## src/rtl/dff_share_arbiter.sv

```systemverilog
// Round-robin write arbiter for one shared WIDTH-bit register with q/qbar outputs.
// Optional synchronous clear port enabled by defining DFF_SHARE_ARBITER_CLEAR_EN.
module dff_share_arbiter #(
    parameter int NREQ        = 4,
    parameter int WIDTH       = 8,
    parameter int HOLD_CYCLES = 2
) (
    input  logic                      clk,
    input  logic                      reset,
`ifdef DFF_SHARE_ARBITER_CLEAR_EN
    input  logic                      clear,
`endif
    input  logic [NREQ-1:0]           req,
    input  logic [NREQ*WIDTH-1:0]     wdata,
    output logic [NREQ-1:0]           gnt,
    output logic [NREQ-1:0]           ack,
    output logic [WIDTH-1:0]          q,
    output logic [WIDTH-1:0]          qbar,
    output logic [$clog2(NREQ)-1:0]   owner,
    output logic                      busy
);

    localparam int OW = $clog2(NREQ);
    localparam int CW = 4;

    typedef enum logic [1:0] {
        ST_IDLE  = 2'd0,
        ST_WRITE = 2'd1,
        ST_HOLD  = 2'd2
    } state_t;

    state_t            state_r, state_s;
    logic [NREQ-1:0]   gnt_r, gnt_s;
    logic [NREQ-1:0]   ack_r, ack_s;
    logic [WIDTH-1:0]  q_r, q_s;
    logic [OW-1:0]     owner_r, owner_s;
    logic [OW-1:0]     ptr_r, ptr_s;
    logic              busy_r, busy_s;
    logic [CW-1:0]     cnt_r, cnt_s;
    logic [OW-1:0]     win_s;
    logic [OW-1:0]     cand_s;
    logic              found_s;
    logic              clear_s;

    function automatic logic [NREQ-1:0] to_onehot(input logic [OW-1:0] idx);
        to_onehot = {{(NREQ-1){1'b0}}, 1'b1} << idx;
    endfunction

    // The requester after the winner becomes top priority next time round.
    function automatic logic [OW-1:0] next_idx(input logic [OW-1:0] idx);
        if (idx == OW'(NREQ - 1)) begin
            next_idx = '0;
        end else begin
            next_idx = idx + OW'(1'b1);
        end
    endfunction

`ifdef DFF_SHARE_ARBITER_CLEAR_EN
    assign clear_s = clear;
`else
    assign clear_s = 1'b0;
`endif

    // Round-robin search starting at the priority pointer, wrapping once.
    always_comb begin
        found_s = 1'b0;
        win_s   = '0;
        cand_s  = '0;
        for (int i = 0; i < NREQ; i++) begin
            cand_s = OW'((int'(ptr_r) + i) % NREQ);
            if (!found_s && req[cand_s]) begin
                found_s = 1'b1;
                win_s   = cand_s;
            end else begin
                found_s = found_s;
                win_s   = win_s;
            end
        end
    end

    // Next-state and next-output decode for the IDLE/WRITE/HOLD sequencer.
    always_comb begin
        state_s = state_r;
        gnt_s   = gnt_r;
        ack_s   = '0;
        q_s     = q_r;
        owner_s = owner_r;
        ptr_s   = ptr_r;
        busy_s  = busy_r;
        cnt_s   = cnt_r;
        case (state_r)
            ST_IDLE: begin
                gnt_s  = '0;
                busy_s = 1'b0;
                if (clear_s) begin
                    q_s = '0;
                end else if (found_s) begin
                    gnt_s   = to_onehot(win_s);
                    owner_s = win_s;
                    ptr_s   = next_idx(win_s);
                    busy_s  = 1'b1;
                    state_s = ST_WRITE;
                end else begin
                    state_s = ST_IDLE;
                end
            end
            ST_WRITE: begin
                // A requester that lets go before the write loses the slot.
                if (req[owner_r]) begin
                    q_s     = wdata[owner_r*WIDTH +: WIDTH];
                    ack_s   = gnt_r;
                    cnt_s   = CW'(HOLD_CYCLES - 1);
                    state_s = ST_HOLD;
                end else begin
                    gnt_s   = '0;
                    busy_s  = 1'b0;
                    state_s = ST_IDLE;
                end
            end
            ST_HOLD: begin
                if (cnt_r == '0) begin
                    gnt_s   = '0;
                    busy_s  = 1'b0;
                    state_s = ST_IDLE;
                end else begin
                    cnt_s = cnt_r - CW'(1'b1);
                end
            end
            default: begin
                gnt_s   = '0;
                busy_s  = 1'b0;
                state_s = ST_IDLE;
            end
        endcase
    end

    // State and output registers with synchronous reset.
    always_ff @(posedge clk) begin
        if (reset) begin
            state_r <= ST_IDLE;
            gnt_r   <= '0;
            ack_r   <= '0;
            q_r     <= '0;
            owner_r <= '0;
            ptr_r   <= '0;
            busy_r  <= 1'b0;
            cnt_r   <= '0;
        end else begin
            state_r <= state_s;
            gnt_r   <= gnt_s;
            ack_r   <= ack_s;
            q_r     <= q_s;
            owner_r <= owner_s;
            ptr_r   <= ptr_s;
            busy_r  <= busy_s;
            cnt_r   <= cnt_s;
        end
    end

    assign gnt   = gnt_r;
    assign ack   = ack_r;
    assign q     = q_r;
    assign qbar  = ~q_r;
    assign owner = owner_r;
    assign busy  = busy_r;

endmodule

```

## config.mk

```make
export PLATFORM = sky130hd
export DESIGN_NAME = dff_share_arbiter
export DESIGN_NICKNAME = d
export VERILOG_FILES = /design/src/rtl/dff_share_arbiter.sv
export SDC_FILE = /design/constraint.sdc
export NUM_CORES = 1
export LEC_CHECK = 0
export CORE_MARGIN = 2
export CORE_UTILIZATION = 35
export DETAILED_ROUTE_END_ITERATION = 8
export DONT_BUFFER_PORTS = 1
export PLACE_DENSITY = 0.55
export SYNTH_ARGS = -nofsm -noshare
export SYNTH_HDL_FRONTEND = slang
export SYNTH_SLANG_ARGS = --single-unit
```

## constraint.sdc

```tcl
create_clock -name clk -period 1.9 [get_ports clk]
set_clock_uncertainty 0.2 [all_clocks]
set_input_delay 0.38 -clock clk [delete_from_list [all_inputs] [get_ports clk]]
set_output_delay 0.38 -clock clk [all_outputs]
set_load 0.03 [all_outputs]
```

==> results.tsv, run 1 <==
metric	value	unit
outcome	complete, no violations	
ios	65	
syn_to_final_growth	11.5	%
worstSetupStartpointType	flop	
synth_largest_area_cell	dfxtp_1	
path_clk_slew	100	ps
core_area	3740	µm²
clkLatencyLatePin	280	ps
numCtsBuffers	3	
die_w	67.2	µm
tightest_slew	629	ps
grtUsageTotal	0.140	
diodes	0	
synth.ff_latch_count	27	
clock.fmax	0.542	GHz
grt_max_degree	17	
post-route-period-util	0.971	
synthCells	134	
vias	1038	
avgSynthCellArea	10.4	µm²
gp_congestion	0.777	
synth-seq-area-share	0.386	
holdCritPathClass	in -> reg	
cts_buffer_depth	2	
path_cells	mux2_2 > nand2_1 > o221ai_1 > or2_4 > ha_1 > o2bb2ai_1	
rsz0062_at_grt	true	
routed_via_density	5.46	
wirelength	3.11	mm
avgRoutedWirePerCell	16.4	µm
route.detailed.drc	0	
final_nets	186	
timing.slew.headroom	0.579	
power	1.45	mW
reg2reg_slack	60	ps
drv_slew	0	
leakage	0.657	nW
ys.flop_type	dfxtp_1	
path_class	reg -> reg	
antenna_found_initial	0	
critPathCaptureType	flop	
critPathMaxFanout	3	
fin_crit	1840	ps
dr.pass1.iters	4	
num_rows	22	
synth_edf_count	0	
syn-cell-area	1400	µm²
num-fill-cells	389	
drv_cap	0	
ys_types	33	
syn_nets	177	
ctsHtreeMaxLevel	1	
slowest_stage	dfxtp_1	
synth_top_area_frac	0.386	
cts_sinks	27	
grt_pass1_wl	4.68	mm
ir_drop	0.520	mV
setup_violations	0	
cts_tree	yes	
yosysMostFrequentCell	dfxtp_1	
critical_path.max_stage_delay	340	ps
grt_pass1_vias	1014	
ant_nets	0	
drive_gt1_frac	0.190	
final_cells	190	
clockRootBuffer	clkbuf_8	
die_area	4520	µm²
numPlacedInstances	185	
worstPathRequired	1880	ps
finalHoldViolCount	0	
yosys_warnings	0	
ys_top_cells_by_count	dfxtp_1 (27), inv_1 (15), nor2_1 (15)	
crit_arrival	1830	ps
power.density	932	nW/µm²
drtIter0Drc	22	
initial_utilization	0.374	
synthArstFlopShare	0	
synthTopCellsByArea	dfxtp_1 (39%), mux4_1 (15%), mux2i_1 (5.7%), ha_1 (4.5%), inv_1 (4.0%)	
io_buffers	0	
die_h	67.2	µm
dp_hpwl	2.42	mm
grt-ovfl-total	0	
## kinds of logic after synthesis
logic type                 count (synthesis)  synth area share
AOI/OAI and AO/OA                         20             0.106
xor gates and xnor gates                   2            0.0125
adders and majority gates                  5            0.0447
buffers and inverters                     23            0.0796
DFF                                       27             0.386
muxes                                     18             0.232
and+or+nand+nor                           39             0.139
## metrics by stage
stage	worst slack, ps	hold WS [ps]	cell area (µm²)	setup TNS [ps]	utilization
5_1_grt	-35.3	25.4	1560	-35.3	0.417
3_3_place_gp	85.9	246	1490	0	0.397
4_1_cts	18.5	36.4	1540	0	0.412
3_5_place_dp	18.8	249	1490	0	0.397
6_report	55.1	43.0	1560	0	0.417
2_1_floorplan	11.4	284	1410	0	-
## power by group
part,total (mW),switching (mW),internal [mW]
sequential,0.697,0.0801,0.617
combinational,0.416,0.228,0.188
clock,0.341,0.191,0.150
## placed cells by master, fill, tap and decap left out, types with 2 or more instances in the layout
master,instances
mux4_1,8
o21a_1,2
a21oi_1,6
nor3_1,5
mux2i_1,8
nand2_1,9
o2bb2ai_1,4
inv_1,15
clkbuf_8,3
buf_4,10
o221ai_1,2
ha_1,5
xor2_1,2
nand4_1,2
nor2_1,14
dfxtp_1,26
## state kept, by name (all words and copies together) (netlist names)
signal   flops
owner        2
q            8
ack          4
state_r      2
ptr_r        2
gnt          4
busy         1
cnt_r        4
## final cells by class
type                       count  area (µm²)  area share
timing repair buffer          11        85.1      0.0545
multi-input combinational     84         763       0.489
clock buffer                   3        41.3      0.0265
clock inverter                 1        6.26     0.00401
inverter                      16        60.1      0.0385
sequential                    27         544       0.349
tap                           48        60.1      0.0385
## routing by layer
layer / global-route usage / vias to the layer above / wire length [µm]
li1: - / 497 / -
met1: 0.172 / 492 / 1300
met2: 0.223 / 44 / 1520
met3: 0.0617 / 5 / 263
met4: 0.0383 / 0 / 28
met5: 0 / - / 0
## path summary, 6_finish.rpt
path | from | to | cells after the start
setup / recovery | ptr_r[1]$_SDFFE_PP0N_ | gnt[0]$_SDFFE_PP0N_ | 6
hold reg to reg | cnt_r[1]$_SDFFE_PP0P_ | cnt_r[1]$_SDFFE_PP0P_ | 1
setup reg to reg | ptr_r[1]$_SDFFE_PP0N_ | gnt[0]$_SDFFE_PP0N_ | 6
hold / removal | reset | state_r[0]$_SDFFE_PP0N_ | 1
## worst max-delay path: cells and delay by family (launching register included)
| family | cells | cell delay (ps) |
|---|---|---|
| simple gates | 2 | 380 |
| flops | 1 | 340 |
| mux | 1 | 340 |
| compound gates | 2 | 300 |
| fa+ha+maj | 1 | 190 |
## what timing repair did
action                                  in CTS  in global routing
endpoints found under the setup margin       0                  8
setup buffers                                0                  0
hold buffers                                 1                  0
gates resized for setup                      0                  4
hold endpoints to repair                    15                  0
Power figures use the tool's default switching activity.
==> run 2, diff against run 1 <==
Settings changed: ABC_AREA from default to 1, CORE_MARGIN 2 to 1.5.
==> results.tsv, run 2 <==
metric	value	unit
synth-seq-area-share	0.332	
worstPathRequired	1870	ps
yosysMostFrequentCell	nand2_1	
ant_nets	0	
setup_violations	4	
power_frac_clock	0.094	
holdCritPathClass	in -> reg	
ctsHtreeMaxLevel	1	
grt_max_degree	20	
power_frac_seq	0.298	
worstSetupStartpointType	flop	
setup_tns	-79.4	ps
drive_gt1_frac	0.272	
layout_commonest_cell	nand2_1	
io_buffers	0	
leakage	0.904	nW
path_cells	buf_12 > inv_8 > nand2_2 > nand2_4 > nand2_4 > nand2_4 > nor2_8 > nand3_4 > nand3_4 > inv_1 > ha_1 > o21ai_1 > nor2_1	
routed_via_density	5.12	
path_clk_slew	90	ps
numPlacedInstances	301	
holdWs	17.7	ps
timing.slew.headroom	0.693	
crit_top_cell	nand2_4	
grt-ovfl-total	0	
synthArstFlopShare	0	
synthTopCellsByArea	dfxtp_1 (33%), nand2_1 (10%), o21ai_0 (8.6%), inv_1 (7.1%), nor2_1 (5.8%)	
dp_hpwl	2.93	mm
comb_power_share	0.608	
gp_congestion	0.788	
avgSynthCellArea	6.75	µm²
critical-path-top-delay-family	simple AND/OR/NAND/NOR gates	
power_switching	1.76	mW
final_cells	309	
grtUsageTotal	0.156	
cts_sinks	27	
finalWorstSetupSlack	-41.6	ps
layout_common_cells	nand2_1 (35), inv_1 (29), o21ai_0 (26)	
syn_nets	284	
fin_crit	1940	ps
ios	65	
initial_utilization	0.369	
diodes	0	
ys.flop_type	dfxtp_1	
ys_top_cells_by_count	nand2_1 (45), inv_1 (31), o21ai_0 (28)	
power	3.41	mW
cts_tree	yes	
cts_buffer_depth	2	
critPathMaxFanout	9	
synth_top_area_frac	0.332	
grt_pass1_wl	6.44	mm
die_area	5070	µm²
avgRoutedWirePerCell	13.1	µm
critical_path.max_stage_delay	350	ps
tightest_slew	457	ps
syn-cell-area	1630	µm²
synth_edf_count	0	
clock.fmax	0.515	GHz
drv_slew	0	
rsz0062_at_grt	true	
ir_drop	0.738	mV
dr.pass1.iters	4	
critPathCaptureType	flop	
antenna_found_initial	0	
yosys_warnings	0	
clockRootBuffer	clkbuf_8	
finalHoldViolCount	0	
cp.buffers_inverters	3	
largest_reg_flops	8	
power.density	1720	nW/µm²
violations	setup timing	
vias	1581	
num_rows	24	
post-route-period-util	1.02	
multi_input_area	1000	µm²
swShare	0.516	
synth.ff_latch_count	27	
crit_arrival	1910	ps
synth_largest_area_cell	dfxtp_1	
drv_cap	0	
route.detailed.drc	0	
die_w	71.2	µm
grt_pass1_vias	1516	
core_area	4410	µm²
wirelength	4.03	mm
drtIter0Drc	62	
path_class	reg -> reg	
clkLatencyLatePin	270	ps
syn_to_final_growth	21.4	%
die_h	71.2	µm
synthCells	241	
numCtsBuffers	3	
power.internal	1.65	mW
final_nets	301	
ff_latch_area	546	µm²
slowest_stage	dfxtp_2	
ys_types	31	
num-fill-cells	457	
outcome	finished with violations	
run 2: cell type report:
class | instances | share of cell area
clock buffers | 4 | 0.0228
inverters | 36 | 0.0735
multi-input cells | 169 | 0.507
flip-flops and latches | 27 | 0.276
well taps | 52 | 0.0329
repair buffers | 21 | 0.0874
run 2: worst paths after layout:
check | cells past startpoint | slack, ps | start | endpoint
max | 13 | -40 | ptr_r[0]$_SDFFE_PP0N_ | ptr_r[1]$_SDFFE_PP0N_
max reg2reg | 13 | -40 | ptr_r[0]$_SDFFE_PP0N_ | ptr_r[1]$_SDFFE_PP0N_
min | 1 | 20 | reset | cnt_r[2]$_SDFFE_PP0P_
min reg2reg | 1 | 300 | cnt_r[0]$_SDFFE_PP0P_ | cnt_r[0]$_SDFFE_PP0P_
run 2: layer usage:
| layer | part of all wire | wire length, µm | up-vias | track usage |
|---|---|---|---|---|
| met5 | 0 | 0 | - | 0 |
| li1 | - | - | 810 | - |
| met2 | 0.50 | 2010 | 44 | 0.278 |
| met1 | 0.44 | 1790 | 722 | 0.191 |
| met3 | 0.048 | 194 | 5 | 0.0285 |
| met4 | 0.0094 | 38 | 0 | 0.0440 |
run 2: timing repair:
item,in CTS,in global routing
pin swaps,6,6
hold buffers,1,0
setup endpoints to repair,5,8
buffers inserted,2,1
gates resized for setup,7,25
endpoints found under the hold margin,9,0
run 2: kinds of logic (layout without fill, tap and decap cells):
| kind of cell | Yosys count | in the layout | synth area share |
|---|---|---|---|
| xor gates and xnor gates | 1 | 1 | 0.00538 |
| buffers and inverters | 45 | 61 | 0.118 |
| and+or+nand+nor | 108 | 108 | 0.323 |
| adders and majority gates | 5 | 5 | 0.0384 |
| AOI/OAI and AO/OA | 55 | 55 | 0.183 |
| DFF | 27 | 27 | 0.332 |
run 2: through the flow:
stage	area [µm²]	setup WS (ps)	util
4_1_cts	1870	-44.2	0.424
2_1_floorplan	1640	5.21	-
3_3_place_gp	1790	-93.2	0.406
3_5_place_dp	1790	-123	0.406
6_report	1980	-41.6	0.448
5_1_grt	1980	-164	0.448
run 2: power by group through the flow:
stage / combinational, mW / sequential (mW) / clock [mW]
after floorplan: 1.34 / 1.04 / 0
after global placement: 1.83 / 1.02 / 0
after detailed placement: 1.83 / 1.02 / 0
after CTS: 1.90 / 1.01 / 0.331
after global routing: 2.30 / 1.04 / 0.351
final: 2.07 / 1.02 / 0.320
